File: config.mk
export PLATFORM = sky130hd
export DESIGN_NAME = lsu_bus_ctrl
export DESIGN_NICKNAME = d
export VERILOG_FILES = /design/src/rtl/lsu_bus_ctrl.sv
export SDC_FILE = /design/constraint.sdc
export NUM_CORES = 1
export LEC_CHECK = 0
export BUFFER_PORTS_ARGS = -buffer_cell sky130_fd_sc_hd__buf_2
export CAP_MARGIN = 0
export CORE_UTILIZATION = 48
export DETAILED_ROUTE_END_ITERATION = 10
export PLACE_DENSITY_LB_ADDON = 0.05
export SLEW_MARGIN = 20
export SYNTH_ARGS = -nofsm -noshare
export SYNTH_HDL_FRONTEND = slang
export SYNTH_SLANG_ARGS = --single-unit
export TNS_END_PERCENT = 1
File: constraint.sdc
create_clock -name clk_i -period 2.1 [get_ports clk_i]
set_input_delay 0.21 -clock clk_i [delete_from_list [all_inputs] [get_ports clk_i]]
set_output_delay 0.21 -clock clk_i [all_outputs]
set_load 0.01 [all_outputs]
File: src/rtl/lsu_bus_ctrl.sv
// lsu_bus_ctrl: load/store unit bus controller.
// Takes a memory op (store/load, funct3 width code, byte address, store data)
// and runs one request/grant/response transaction on the data bus. It steers
// byte lanes for stores, sign/zero-extends loads, and returns one-cycle
// done_o/err_o pulses so the core can stall around the op.
//
// Ports:
//   clk_i, rst_i                 clock (rising edge), synchronous active-high reset
//   req_i, mem_wren_i, funct3_i  op start (sampled in IDLE), store/load, width code
//   addr_i, st_data_i            byte address, store data
//   ld_data_o                    extended load result (held until next good load)
//   done_o, err_o, busy_o        completion pulse, error pulse, not-idle
//   bus_req_o .. bus_be_o        bus request and request fields
//   bus_gnt_i, bus_rvalid_i      grant, read data valid
//   bus_rdata_i                  read data word
//
// state   | meaning
// --------+-----------------------------------------------------------
// IDLE    | waiting for req_i
// REQ     | bus_req_o high, waiting for bus_gnt_i
// WAIT    | load granted, waiting for bus_rvalid_i
// DONE    | done_o pulse
// ERR     | done_o + err_o pulse (misalign, illegal funct3, timeout)

module lsu_bus_ctrl #(
   parameter int TIMEOUT_CYC = 255
) (
   input  logic        clk_i,
   input  logic        rst_i,
   input  logic        req_i,
   input  logic        mem_wren_i,
   input  logic [2:0]  funct3_i,
   input  logic [31:0] addr_i,
   input  logic [31:0] st_data_i,
   output logic [31:0] ld_data_o,
   output logic        done_o,
   output logic        err_o,
   output logic        busy_o,
   output logic        bus_req_o,
   output logic        bus_we_o,
   output logic [31:0] bus_addr_o,
   output logic [31:0] bus_wdata_o,
   output logic [3:0]  bus_be_o,
   input  logic        bus_gnt_i,
   input  logic        bus_rvalid_i,
   input  logic [31:0] bus_rdata_i
);

   typedef enum logic [2:0] {
      ST_IDLE,
      ST_REQ,
      ST_WAIT,
      ST_DONE,
      ST_ERR
   } state_t;

   localparam int CW = (TIMEOUT_CYC > 1) ? $clog2(TIMEOUT_CYC) : 1;
   // Counter starts at 0 on entry, so the last allowed waiting cycle is TIMEOUT_CYC-1.
   localparam logic [CW-1:0] TMO_LAST = CW'((TIMEOUT_CYC > 0) ? TIMEOUT_CYC - 1 : 0);

   state_t        state, state_nxt;
   logic [CW-1:0] tmo_cnt;
   logic          tmo_hit;
   logic [2:0]    f3_q;
   logic [1:0]    off_q;

   logic          f3_legal, aligned, op_ok;
   logic [3:0]    be_new;
   logic [31:0]   wdata_new;
   logic [31:0]   rd_shift;
   logic [7:0]    rd_byte;
   logic [15:0]   rd_half;
   logic [31:0]   ld_ext;

   // Request decode from the live inputs (only used in IDLE)
   always_comb begin
      f3_legal = 1'b0;
      aligned  = 1'b1;
      be_new   = 4'b1111;
      wdata_new = st_data_i;
      if (mem_wren_i)
         f3_legal = (funct3_i == 3'b000) || (funct3_i == 3'b001) || (funct3_i == 3'b010);
      else
         f3_legal = (funct3_i == 3'b000) || (funct3_i == 3'b001) || (funct3_i == 3'b010) ||
                    (funct3_i == 3'b100) || (funct3_i == 3'b101);
      case (funct3_i[1:0])
         2'b00: begin
            be_new    = 4'b0001 << addr_i[1:0];
            wdata_new = {4{st_data_i[7:0]}};
         end
         2'b01: begin
            aligned   = ~addr_i[0];
            be_new    = addr_i[1] ? 4'b1100 : 4'b0011;
            wdata_new = {2{st_data_i[15:0]}};
         end
         default: begin
            aligned   = (addr_i[1:0] == 2'b00);
            be_new    = 4'b1111;
            wdata_new = st_data_i;
         end
      endcase
      op_ok = f3_legal && aligned;
   end

   // Load extraction from the latched width and byte offset
   always_comb begin
      rd_shift = bus_rdata_i >> {off_q, 3'b000};
      rd_byte  = rd_shift[7:0];
      rd_half  = off_q[1] ? bus_rdata_i[31:16] : bus_rdata_i[15:0];
      case (f3_q)
         3'b000:  ld_ext = {{24{rd_byte[7]}}, rd_byte};
         3'b001:  ld_ext = {{16{rd_half[15]}}, rd_half};
         3'b100:  ld_ext = {24'h0, rd_byte};
         3'b101:  ld_ext = {16'h0, rd_half};
         default: ld_ext = bus_rdata_i;
      endcase
   end

   assign tmo_hit = (TIMEOUT_CYC != 0) && (tmo_cnt == TMO_LAST);

   always_comb begin
      state_nxt = state;
      case (state)
         ST_IDLE: if (req_i) state_nxt = op_ok ? ST_REQ : ST_ERR;
         ST_REQ: begin
            if (bus_gnt_i)    state_nxt = bus_we_o ? ST_DONE : ST_WAIT;
            else if (tmo_hit) state_nxt = ST_ERR;
         end
         ST_WAIT: begin
            if (bus_rvalid_i) state_nxt = ST_DONE;
            else if (tmo_hit) state_nxt = ST_ERR;
         end
         ST_DONE: state_nxt = ST_IDLE;
         ST_ERR:  state_nxt = ST_IDLE;
         default: state_nxt = ST_IDLE;
      endcase
   end

   always_comb begin
      bus_req_o = (state == ST_REQ);
      busy_o    = (state != ST_IDLE);
      done_o    = (state == ST_DONE) || (state == ST_ERR);
      err_o     = (state == ST_ERR);
   end

   always_ff @(posedge clk_i) begin
      if (rst_i) begin
         state <= ST_IDLE;
      end else begin
         state <= state_nxt;
      end
   end

   // Wait counter restarts whenever the state changes, so it counts cycles spent in REQ or WAIT
   always_ff @(posedge clk_i) begin
      if (rst_i) begin
         tmo_cnt <= '0;
      end else if (state_nxt != state) begin
         tmo_cnt <= '0;
      end else if ((state == ST_REQ) || (state == ST_WAIT)) begin
         tmo_cnt <= tmo_cnt + 1'b1;
      end
   end

   // Bus fields are only loaded for ops that will actually reach the bus
   always_ff @(posedge clk_i) begin
      if (rst_i) begin
         f3_q        <= '0;
         off_q       <= '0;
         bus_we_o    <= 1'b0;
         bus_addr_o  <= '0;
         bus_wdata_o <= '0;
         bus_be_o    <= '0;
         ld_data_o   <= '0;
      end else begin
         if ((state == ST_IDLE) && req_i) begin
            f3_q  <= funct3_i;
            off_q <= addr_i[1:0];
            if (op_ok) begin
               bus_we_o    <= mem_wren_i;
               bus_addr_o  <= {addr_i[31:2], 2'b00};
               bus_wdata_o <= wdata_new;
               bus_be_o    <= be_new;
            end
         end
         if ((state == ST_WAIT) && bus_rvalid_i)
            ld_data_o <= ld_ext;
      end
   end

endmodule

==> results of run 1 <==
## what timing repair did
| item | in CTS | in global routing |
|---|---|---|
| setup endpoints to repair | 0 | 2 |
| hold buffers | 67 | 0 |
| hold endpoints to repair | 67 | 0 |
## cells by family (layout without fill, tap and decap cells)
group	count (synthesis)	count (layout)	synth area share
xor+xnor	7	7	0.0118
mux	28	28	0.0585
flops	115	115	0.445
simple gates	273	273	0.223
fa+ha+maj	2	2	0.00483
compound gates	169	169	0.205
other cells	1	2	0.000724
buf+inv	61	330	0.0515
## per-stage QoR
| stage | std cells | hold slack, ns | total power, mW |
|---|---|---|---|
| global route | 1062 | 0.0379 | 6.27 |
| global placement | 962 | 0.438 | 3.15 |
| floorplan | 657 | 0.346 | 2.85 |
| finish | 1062 | 0.0335 | 6.03 |
| detailed placement | 962 | 0.445 | 3.17 |
| CTS | 1061 | 0.0147 | 6.05 |
## flip-flops by register name (all words and copies together), names as in the netlist
| signal | count |
|---|---|
| bus_addr_o | 30 |
| bus_be_o | 4 |
| bus_wdata_o | 32 |
| bus_we_o | 1 |
| f3_q | 3 |
| ld_data_o | 32 |
| off_q | 2 |
| state | 3 |
| tmo_cnt | 8 |
## worst paths after layout
path                          startpoint                      endpoint  slack [ns]
max                  state[2]$_SDFF_PP0_  bus_wdata_o[14]$_SDFFE_PP0P_        0.17
min reg2reg  bus_wdata_o[4]$_SDFFE_PP0P_   bus_wdata_o[4]$_SDFFE_PP0P_        0.45
max reg2reg          state[2]$_SDFF_PP0_  bus_wdata_o[14]$_SDFFE_PP0P_        0.17
min                                rst_i           state[1]$_SDFF_PP0_        0.03
## Yosys cell counts, drive strengths merged (2+ instances only)
library cell,n
mux2,8
nand4,3
dfxtp,115
nor2,71
a311oi,10
a211oi,51
nor2b,3
nand2,159
nand3,3
nand3b,15
a221oi,2
inv,7
o21ai,27
xnor2,3
buf,22
a21o,2
ha,2
and2,2
a21oi,68
clkbuf,32
o22ai,3
nor3,2
nand2b,7
mux2i,19
xor2,4
nor3b,3
## area by class of cell
class / count / area, µm² / area share
Inverter: 7 / 26.3 / 0.00346
Clock buffer: 21 / 449 / 0.0592
Sequential cell: 115 / 2300 / 0.303
Multi-Input combinational cell: 481 / 2620 / 0.344
Tap cell: 136 / 170 / 0.0224
Clock inverter: 11 / 126 / 0.0166
Timing Repair Buffer: 291 / 1900 / 0.251
## tightest hold or removal path, delay by kind of cell
kind | cells | cell delay, ns
buf+inv | 1 | 0.10
simple gates | 2 | 0.19
## report_power, final
group | leakage [nW] | internal (mW) | switching (mW)
Combinational | 2.08 | 0.420 | 0.487
Sequential | 0.934 | 2.28 | 0.0572
Clock | 0.271 | 1.76 | 1.03
Total | 3.29 | 4.46 | 1.57
## routing by layer
layer	routed length [µm]	up-vias	global-route usage
li1	-	2777	-
met1	6390	2641	0.319
met2	7740	246	0.475
met3	1160	37	0.0748
met4	388	0	0.112
met5	0	-	0
==> impl_table.tex, run 1 <==
\begin{tabular}{lr}
\hline
Metric & Value \\
\hline
\multicolumn{2}{l}{\textbf{GRT}} \\
Wire length of the first global-routing pass & 24.5 mm \\
Maximum number of pins on one net before global-route repair & 107 \\
Grt ovf & 0 \\
Vias in the first global route & 5170 \\
Total global routing track utilization & 0.275 \\
Antenna violations before repair & 0 \\
\multicolumn{2}{l}{\textbf{Routing}} \\
Post-route DRC & 0 \\
Count of antenna-violating nets left after detailed routing & 0 \\
Routed wire length per instance & 14.8 µm \\
Count of TritonRoute iterations in the first routing pass & 5 \\
Total wirelength of the detailed-routed design & 15.7 mm \\
Via-per-instance ratio & 5.37 \\
DR vias & 5701 \\
DRC violation total after the first TritonRoute iteration & 361 \\
\multicolumn{2}{l}{\textbf{Clocking}} \\
Number of buffers on the longest clock path & 2 \\
Number of buffers added by the clock tree synthesis step & 17 \\
Post-cts sizing count & 0 \\
Clock tree root buffer cell & clkbuf\_8 \\
Clock latency at the later pin of the worst-skew pair & 0.51 ns \\
Number of clock sinks & 115 \\
TritonCTS clock tree & done \\
Post-CTS Setup Inserts & 0 \\
Reg clk slew, reported paths & 0.06 ns \\
Number of levels the H-tree was split into & 4 \\
\multicolumn{2}{l}{\textbf{Critical path}} \\
Data required time at the worst endpoint & 2.52 ns \\
Sequence of cells on the critical path & or4b\_1 -> a21oi\_4 -> buf\_12 -> nor2\_1 -> a311oi\_1 \\
Setup crit start kind & flop \\
Largest stage delay on the critical path & 0.67 ns \\
Instance count on the critical path & 5 \\
Critical path class & reg -> reg \\
Type of destination of the critical path & flop \\
Arrival time at the worst endpoint & 2.35 ns \\
Top delay family on crit path & simple AND/OR/NAND/NOR gates \\
R2R cell count & 5 \\
Worst-path maximum fanout & 37 \\
Buffering stage count on the worst path with inverters included & 1 \\
Critical-path top delay cell & or4b\_1 \\
\multicolumn{2}{l}{\textbf{Cells and area}} \\
Count of fill cells added during filler insertion & 816 \\
Net count, final & 1020 \\
Layout cell share with drive strength beyond 1 & 0.287 \\
Most used cells in the layout excluding fill and tap cells & buf\_2, nand2\_1, dfxtp\_1, nor2\_1 \\
Most common library cell in the layout ignoring fill and taps & buf\_2 \\
Final Util & 0.732 \\
Summed area of non-filler cells in the final layout & 7590 µm² \\
P\&R area growth vs syn & 46.7\% \\
Antenna fix cells & 0 \\
\multicolumn{2}{l}{\textbf{STA}} \\
Final period demand of the worst path & 1.93 ns \\
Transition time at the pin with the least slew margin & 0.939 ns \\
Peak clock frequency supported by timing & 0.518 GHz \\
Final worst path period share & 0.919 \\
Max Slew Vio Count & 0 \\
Setup TNS & 0 ns \\
Setup-failing EPs final & 0 \\
Number of endpoints with negative hold slack in the final report & 0 \\
RSZ-0062 raised after global routing & false \\
Slew headroom & 0.373 \\
Worst Setup Slack, final & 0.170 ns \\
Worst clock skew on the final layout & 0.00685 ns \\
\multicolumn{2}{l}{\textbf{Placed design}} \\
Detailed placer's ending HPWL & 10.0 mm \\
Number of buffers inserted by port buffering & 207 \\
Total placed instance area & 6320 µm² \\
Global placer's final weighted congestion & 0.817 \\
Worst setup slack before clock tree synthesis & 0.116 ns \\
\multicolumn{2}{l}{\textbf{Logic synthesis}} \\
Post-synthesis instance area & 5180 µm² \\
Largest cells by area after synthesis & dfxtp\_1, nand2\_1, a211oi\_1 \\
Number of enable flip-flop cells after synthesis & 0 \\
Flip-flop cell with the highest count after synthesis & dfxtp\_1 \\
Number of standard cells after synthesis & 656 \\
Library cells used by synthesis & 42 \\
Mean instance size in the synthesized netlist & 7.89 µm² \\
Yosys warns & 0 \\
Largest area contributor in the synthesized netlist & dfxtp\_1 \\
Asr flop ratio synth & 0 \\
Share of the synthesized area in the top cell type & 0.445 \\
Yosys reg bits & 115 \\
Sequential cell area fraction in the yosys report & 0.445 \\
\multicolumn{2}{l}{\textbf{Floorplanning}} \\
Row cnt & 37 \\
Die footprint & 11200 µm² \\
Starting utilization of the core area & 0.499 \\
Boundary Pins & 210 \\
Die W & 106 µm \\
Area of the core region & 10400 µm² \\
Chip height & 106 µm \\
\multicolumn{2}{l}{\textbf{Power and ir drop}} \\
Peak ir drop on the vdd network & 0.000480 V \\
Leakage power & 3.29 nW \\
Pwr/cell area & 794 nW/µm² \\
\multicolumn{2}{l}{\textbf{Outcome}} \\
Result of the run & completed \\
\multicolumn{2}{l}{\textbf{Hold path}} \\
Cell depth of the worst min-delay path & 3 \\
Type of the worst min-delay path & in -> reg \\
\multicolumn{2}{l}{\textbf{Job}} \\
Maxcap violations & 0 \\
\hline
\end{tabular}
Power figures use the tool's default switching activity.
==> run 2, diff against run 1 <==
--- a/config.mk
+++ b/config.mk
@@ -9,6 +9,7 @@
 export CAP_MARGIN = 0
 export CORE_UTILIZATION = 48
 export DETAILED_ROUTE_END_ITERATION = 10
+export HOLD_SLACK_MARGIN = 0.12
 export PLACE_DENSITY_LB_ADDON = 0.05
 export SLEW_MARGIN = 20
 export SYNTH_ARGS = -nofsm -noshare
==> run 2 against run 1 <==
Worst hold slack better by 0.11 ns. Cell count is 2.9% higher. Combinational power is 5.3% higher. Clock-buffer cell count stayed put. Critical path type is now in -> reg. Largest power group unchanged.
==> impl_table.tex, run 2 (synthesis results as in run 1) <==
\begin{tabular}{lr}
\hline
Metric & Value \\
\hline
\multicolumn{2}{l}{\textbf{Job}} \\
Maxcap violations & 0 (unchanged) \\
\multicolumn{2}{l}{\textbf{Cells and area}} \\
Count of fill cells added during filler insertion & 773 (-5.3\%) \\
Most common library cell in the layout ignoring fill and taps & buf\_2 \\
Antenna fix cells & 0 (unchanged) \\
Register area & 2300 µm² (unchanged) \\
P\&R area growth vs syn & 52.6\% \\
Biggest registers after layout & bus\_wdata\_o: 32 flops, ld\_data\_o: 32 flops, bus\_addr\_o: 30 flops \\
Net count, final & 1051 (+3.0\%) \\
Multi-input logic area & 2630 µm² (+0.48\%) \\
Final Util & 0.762 (+0.0297) \\
Most used cells in the layout excluding fill and tap cells & buf\_2, nand2\_1, dfxtp\_1, dlygate4sd3\_1, nor2\_1 \\
Layout cell share with drive strength beyond 1 & 0.280 (-0.00722) \\
\multicolumn{2}{l}{\textbf{Floorplanning}} \\
Boundary Pins & 210 (unchanged) \\
Row cnt & 37 (unchanged) \\
Starting utilization of the core area & 0.499 (unchanged) \\
Die W & 106 µm (unchanged) \\
Die footprint & 11200 µm² (unchanged) \\
Area of the core region & 10400 µm² (unchanged) \\
Chip height & 106 µm (unchanged) \\
\multicolumn{2}{l}{\textbf{GRT}} \\
Wire length of the first global-routing pass & 26.2 mm (+7.1\%) \\
GRT met3 Usage & 0.0792 (+0.00433) \\
Maximum number of pins on one net before global-route repair & 107 (unchanged) \\
Total global routing track utilization & 0.294 (+0.0193) \\
Antenna violations before repair & 0 (unchanged) \\
Vias in the first global route & 5492 (+6.2\%) \\
GR peak layer & met2 \\
Met1 layer usage reported by global route & 0.339 (+0.0197) \\
Met2 usage & 0.507 (+0.0322) \\
Grt ovf & 0 (unchanged) \\
\multicolumn{2}{l}{\textbf{STA}} \\
Number of endpoints with negative hold slack in the final report & 0 (unchanged) \\
Worst clock skew on the final layout & 0.00547 ns (-0.00138 ns) \\
Final worst path period share & 0.931 (+0.0123) \\
RSZ-0062 raised after global routing & false \\
Peak clock frequency supported by timing & 0.511 GHz (-1.3\%) \\
Transition time at the pin with the least slew margin & 0.592 ns (-0.347 ns) \\
Setup-failing EPs final & 0 (unchanged) \\
Slew headroom & 0.604 (+0.231) \\
Max Slew Vio Count & 0 (unchanged) \\
Setup TNS & 0 ns (unchanged) \\
Final period demand of the worst path & 1.96 ns (+0.0258 ns) \\
\multicolumn{2}{l}{\textbf{Routing}} \\
Count of antenna-violating nets left after detailed routing & 0 (unchanged) \\
Count of TritonRoute iterations in the first routing pass & 5 (unchanged) \\
Total wirelength of the detailed-routed design & 16.3 mm (+4.2\%) \\
Routed wire length per instance & 15.0 µm (+1.3\%) \\
DR vias & 5813 (+2.0\%) \\
Post-route DRC & 0 (unchanged) \\
Via-per-instance ratio & 5.32 (-0.93\%) \\
DRC violation total after the first TritonRoute iteration & 392 (+8.6\%) \\
\multicolumn{2}{l}{\textbf{Power and ir drop}} \\
Pwr/cell area & 771 nW/µm² (-2.9\%) \\
Sw power & 1.60 mW (+1.5\%) \\
Leakage power & 3.41 nW (+3.8\%) \\
Fraction of power consumed by sequential logic & 0.384 (-0.004) \\
Clock network power share & 0.459 (-0.003) \\
Comb power frac & 0.157 (+0.007) \\
Peak ir drop on the vdd network & 0.000490 V (+2.2\%) \\
P\_int & 4.49 mW (+0.82\%) \\
Proportion of total power due to net switching & 0.262 (+0.00136) \\
\multicolumn{2}{l}{\textbf{Clocking}} \\
Number of levels the H-tree was split into & 4 (unchanged) \\
Number of buffers on the longest clock path & 2 (unchanged) \\
Clock latency at the later pin of the worst-skew pair & 0.52 ns (about the same) \\
Reg clk slew, reported paths & 0.06 ns (about the same) \\
Number of buffers added by the clock tree synthesis step & 17 (unchanged) \\
TritonCTS clock tree & done \\
Post-CTS Setup Inserts & 0 (unchanged) \\
Clock tree root buffer cell & clkbuf\_8 \\
Number of clock sinks & 115 (unchanged) \\
\multicolumn{2}{l}{\textbf{Critical path}} \\
Sequence of cells on the critical path & dlygate4sd3\_1 -> buf\_2 -> or4\_1 -> a21oi\_4 -> buf\_12 -> nor2\_1 -> a311oi\_1 \\
Largest stage delay on the critical path & 0.59 ns (-0.08 ns) \\
Critical-path top delay cell & or4\_1 \\
Worst-path maximum fanout & 74 (+100\%) \\
Data required time at the worst endpoint & 2.53 ns (about the same) \\
Type of destination of the critical path & flop \\
Critical path class & in -> reg \\
Arrival time at the worst endpoint & 2.38 ns (+0.03 ns) \\
Setup crit start kind & input pin \\
\multicolumn{2}{l}{\textbf{Placed design}} \\
Detailed placer's ending HPWL & 10.0 mm (unchanged) \\
Number of buffers inserted by port buffering & 207 (unchanged) \\
Global placer's final weighted congestion & 0.817 (unchanged) \\
\multicolumn{2}{l}{\textbf{Hold path}} \\
Type of the worst min-delay path & in -> reg \\
\multicolumn{2}{l}{\textbf{Outcome}} \\
Result of the run & completed \\
\hline
\end{tabular}
## run 2: routing by layer
metal,vias up,wire (µm)
li1,2832,-
met1,2683,6600
met2,252,8170
met3,46,1130
met4,0,449
met5,-,0
## run 2: timing repair
item	4_1_cts	5_1_grt
hold buffers	99	0
resized for setup	0	3
hold endpoints to repair	102	0
setup endpoints to repair	0	2
## run 2: area by class of cell
cell class,instances,area share
multi-input combinational,481,0.333
sequential,115,0.291
timing repair buffer,322,0.278
clock buffer,21,0.0568
tap,136,0.0215
clock inverter,11,0.0160
inverter,7,0.00333
## run 2: through the flow
step	instance area, µm²	setup WS [ns]	cells	hold slack (ns)	total power, mW
floorplan	5180	0.210	657	0.346	2.85
global placement	6320	0.239	962	0.438	3.15
detailed placement	6320	0.116	962	0.445	3.17
CTS	7890	0.116	1093	0.127	6.10
global route	7900	0.0486	1093	0.157	6.32
finish	7900	0.145	1093	0.148	6.09
## run 2: critical path, delay by kind of cell
family / cells / cell delay (ns)
AO/OA/AOI/OAI: 2 / 0.48
AND/OR/NAND/NOR: 2 / 0.68
buffers and inverters: 3 / 0.99
## run 2: path summary, 6_finish.rpt
path	from	end	slack (ns)	depth (start not counted)
min reg2reg	bus_wdata_o[1]$_SDFFE_PP0P_	bus_wdata_o[1]$_SDFFE_PP0P_	0.45	2
max reg2reg	state[2]$_SDFF_PP0_	bus_wdata_o[13]$_SDFFE_PP0P_	0.23	5
min	bus_rdata_i[8]	ld_data_o[8]$_SDFFE_PP0P_	0.15	4
max	funct3_i[2]	bus_wdata_o[13]$_SDFFE_PP0P_	0.14	7
## run 2: power by group through the flow
stage | Combinational (mW) | Sequential, mW | Clock [mW]
global route | 1.04 | 2.35 | 2.93
CTS | 0.933 | 2.34 | 2.83
detailed placement | 0.784 | 2.38 | 0
floorplan | 0.437 | 2.41 | 0
finish | 0.955 | 2.34 | 2.80
global placement | 0.770 | 2.38 | 0
==> run 3, diff against run 2 <==
--- a/config.mk
+++ b/config.mk
@@ -7,7 +7,7 @@
 export LEC_CHECK = 0
 export BUFFER_PORTS_ARGS = -buffer_cell sky130_fd_sc_hd__buf_2
 export CAP_MARGIN = 0
-export CORE_UTILIZATION = 48
+export CORE_UTILIZATION = 52
 export DETAILED_ROUTE_END_ITERATION = 10
 export HOLD_SLACK_MARGIN = 0.12
 export PLACE_DENSITY_LB_ADDON = 0.05
==> constraint.sdc (replaced) <==
create_clock -name clk_i -period 2.4 [get_ports clk_i]
set_input_delay 0.24 -clock clk_i [delete_from_list [all_inputs] [get_ports clk_i]]
set_output_delay 0.24 -clock clk_i [all_outputs]
set_load 0.01 [all_outputs]
==> run 3 against run 2 <==
Global-route usage increased by 1.6 points. Critical endpoint is now bus_wdata_o[18]$_SDFFE_PP0P_. Non-clock buffer count shrank 26. Critical path depth is 2 lower. First-iteration DRC count fell by 33%. Register-to-register slack better by 0.03 ns. Die area fell by 7.5%. Clock skew up 0.0036 ns. Clock power shrank 6%. Sequential share of layout area increased by 0.89 points.
==> impl_table.tex, run 3 (synthesis results as in run 1) <==
\begin{tabular}{lr}
\hline
Metric & Value \\
\hline
\multicolumn{2}{l}{\textbf{Cells and area}} \\
Summed area of non-filler cells in the final layout & 7670 µm² (-3.0\%) \\
Most common library cell in the layout ignoring fill and taps & buf\_2 \\
Net count, final & 1025 (-2.5\%) \\
Most used cells in the layout excluding fill and tap cells & buf\_2, nand2\_1, dfxtp\_1, dlygate4sd3\_1, nor2\_1 \\
Antenna fix cells & 0 (unchanged) \\
Layout cell share with drive strength beyond 1 & 0.280 (about the same) \\
Biggest registers after layout & bus\_wdata\_o: 32 flops, ld\_data\_o: 32 flops, bus\_addr\_o: 30 flops \\
P\&R area growth vs syn & 48.1\% \\
Post-Layout Cell Count & 1062 (-2.8\%) \\
\multicolumn{2}{l}{\textbf{Routing}} \\
DRC violation total after the first TritonRoute iteration & 262 (-33\%) \\
DR vias & 5716 (-1.7\%) \\
Post-route DRC & 0 (unchanged) \\
Routed wire length per instance & 15.2 µm (+1.7\%) \\
Total wirelength of the detailed-routed design & 16.1 mm (-1.2\%) \\
Via-per-instance ratio & 5.38 (+1.2\%) \\
Count of antenna-violating nets left after detailed routing & 0 (unchanged) \\
Count of TritonRoute iterations in the first routing pass & 7 (+2) \\
\multicolumn{2}{l}{\textbf{Critical path}} \\
Setup crit start kind & flop \\
R2R cell count & 5 (unchanged) \\
Critical register-to-register path startpoint & state[2]\$\_SDFF\_PP0\_ \\
Arrival time at the worst endpoint & 2.55 ns (+0.17 ns) \\
Type of destination of the critical path & flop \\
Buffering stage count on the worst path with inverters included & 1 (-2) \\
Top delay family on crit path & simple AND/OR/NAND/NOR gates \\
Data required time at the worst endpoint & 2.81 ns (+0.28 ns) \\
Sequence of cells on the critical path & or4b\_4 -> a21oi\_4 -> buf\_12 -> nor2\_1 -> a211oi\_1 \\
Endpoint of the worst-slack reg-to-reg timing path & bus\_wdata\_o[18]\$\_SDFFE\_PP0P\_ \\
Critical-path top delay cell & or4b\_4 \\
Instance count on the critical path & 5 (-2) \\
Reg-to-reg slack, setup & 0.26 ns (+0.03 ns) \\
Critical path class & reg -> reg \\
Worst-path maximum fanout & 87 (+18\%) \\
Largest stage delay on the critical path & 0.67 ns (+0.08 ns) \\
\multicolumn{2}{l}{\textbf{Floorplanning}} \\
Die W & 102 µm (-3.8\%) \\
Starting utilization of the core area & 0.532 (+0.0329) \\
Chip height & 102 µm (-3.8\%) \\
Die footprint & 10400 µm² (-7.5\%) \\
Area of the core region & 9730 µm² (-6.2\%) \\
Boundary Pins & 210 (unchanged) \\
Row cnt & 36 (-2.7\%) \\
\multicolumn{2}{l}{\textbf{Hold path}} \\
Type of the worst min-delay path & in -> reg \\
Cell depth of the worst min-delay path & 3 (-1) \\
Hold wc startpoint & bus\_rdata\_i[5] \\
WHS Endpoint & ld\_data\_o[5]\$\_SDFFE\_PP0P\_ \\
\multicolumn{2}{l}{\textbf{STA}} \\
Slew headroom & 0.419 (-0.185) \\
Max Slew Vio Count & 0 (unchanged) \\
Final worst path period share & 0.890 \\
RSZ-0062 raised after global routing & false \\
Setup TNS & 0 ns (unchanged) \\
Setup-failing EPs final & 0 (unchanged) \\
Peak clock frequency supported by timing & 0.468 GHz \\
Number of endpoints with negative hold slack in the final report & 0 (unchanged) \\
Transition time at the pin with the least slew margin & 0.870 ns (+0.278 ns) \\
Worst clock skew on the final layout & 0.00907 ns (+0.00360 ns) \\
Final period demand of the worst path & 2.14 ns \\
\multicolumn{2}{l}{\textbf{GRT}} \\
Antenna violations before repair & 0 (unchanged) \\
Vias in the first global route & 5328 (-3.0\%) \\
Wire length of the first global-routing pass & 25.0 mm (-4.7\%) \\
Maximum number of pins on one net before global-route repair & 107 (unchanged) \\
Grt ovf & 0 (unchanged) \\
Total global routing track utilization & 0.310 (+0.0157) \\
\multicolumn{2}{l}{\textbf{Clocking}} \\
Clock tree root buffer cell & clkbuf\_8 \\
TritonCTS clock tree & done \\
Number of buffers added by the clock tree synthesis step & 17 (unchanged) \\
Post-CTS Setup Inserts & 0 (unchanged) \\
Reg clk slew, reported paths & 0.06 ns (about the same) \\
Number of buffers on the longest clock path & 2 (unchanged) \\
Number of levels the H-tree was split into & 4 (unchanged) \\
Clock latency at the later pin of the worst-skew pair & 0.52 ns (about the same) \\
Number of clock sinks & 115 (unchanged) \\
\multicolumn{2}{l}{\textbf{Power and ir drop}} \\
Leakage power & 3.32 nW (-2.6\%) \\
Total power consumption of the routed design & 5.46 mW (-10\%) \\
Peak ir drop on the vdd network & 0.000407 V (-17\%) \\
Pwr/cell area & 713 nW/µm² (-7.5\%) \\
\multicolumn{2}{l}{\textbf{Outcome}} \\
Result of the run & completed \\
\multicolumn{2}{l}{\textbf{Placed design}} \\
Detailed placer's ending HPWL & 9.89 mm (-1.4\%) \\
Total placed instance area & 6270 µm² (-0.85\%) \\
Global placer's final weighted congestion & 0.837 (+2.4\%) \\
Number of buffers inserted by port buffering & 207 (unchanged) \\
Placed cell count & 954 (-0.83\%) \\
\multicolumn{2}{l}{\textbf{Job}} \\
Maxcap violations & 0 (unchanged) \\
\hline
\end{tabular}
run 3: cell count changes in the layout (fill, tap and decap cells not counted), sizes merged:
cell,before,now
inv,10,7
dlygate4sd3,99,78
clkinv,2,3
buf,223,218
bufinv,2,4
clkinvlp,4,2
run 3: area by class of cell:
cell class | count | area [µm²]
multi-input cells | 481 | 2620
clock buffers | 21 | 459
flip-flops and latches | 115 | 2300
clock inverters | 9 | 154
fillers | 704 | 2060
repair buffers | 296 | 1940
well taps | 133 | 166
inverters | 7 | 26.3
run 3: worst min-delay path, stage by stage:
cell	delay [ns]
buf_2	0.09
a211oi_1	0.06
a211oi_1	0.21
run 3: how the worst max path moves through the flow:
stage | from | end
after floorplan | off_q[1]$_SDFFE_PP0P_ | ld_data_o[20]$_SDFFE_PP0P_
after global placement | state[2]$_SDFF_PP0_ | bus_wdata_o[31]$_SDFFE_PP0P_
after detailed placement | state[2]$_SDFF_PP0_ | bus_wdata_o[8]$_SDFFE_PP0P_
after CTS | state[2]$_SDFF_PP0_ | bus_wdata_o[10]$_SDFFE_PP0P_
after global routing | state[2]$_SDFF_PP0_ | bus_wdata_o[18]$_SDFFE_PP0P_
final | state[2]$_SDFF_PP0_ | bus_wdata_o[18]$_SDFFE_PP0P_
run 3: routing by layer:
| layer | part of all wire | vias to the layer above | GRT usage | wire, µm |
|---|---|---|---|---|
| met1 | 0.41 | 2633 | 0.360 | 6640 |
| met5 | 0 | - | 0 | 0 |
| met3 | 0.069 | 43 | 0.0732 | 1110 |
| met4 | 0.030 | 0 | 0.151 | 484 |
| li1 | - | 2785 | - | - |
| met2 | 0.49 | 255 | 0.534 | 7910 |
run 3: what timing repair did:
item                                    CTS  global route
gates resized for setup                   0             1
hold buffers                             78             0
endpoints found under the setup margin    0             2
hold endpoints to repair                 80             0
run 3: where the power goes:
part	internal (mW)	total, mW	switching (mW)
clock network	1.75	2.62	0.862
logic	0.368	0.793	0.425
registers	2.00	2.05	0.0577
run 3: metrics by stage:
stage                     utilization  hold WS (ns)  setup WS (ns)
after floorplan                     -         0.376          0.510
after global placement          0.644         0.438          0.300
after detailed placement        0.644         0.444          0.202
after CTS                       0.788         0.135          0.167
after global routing            0.788         0.146          0.160
final                           0.788         0.145          0.263
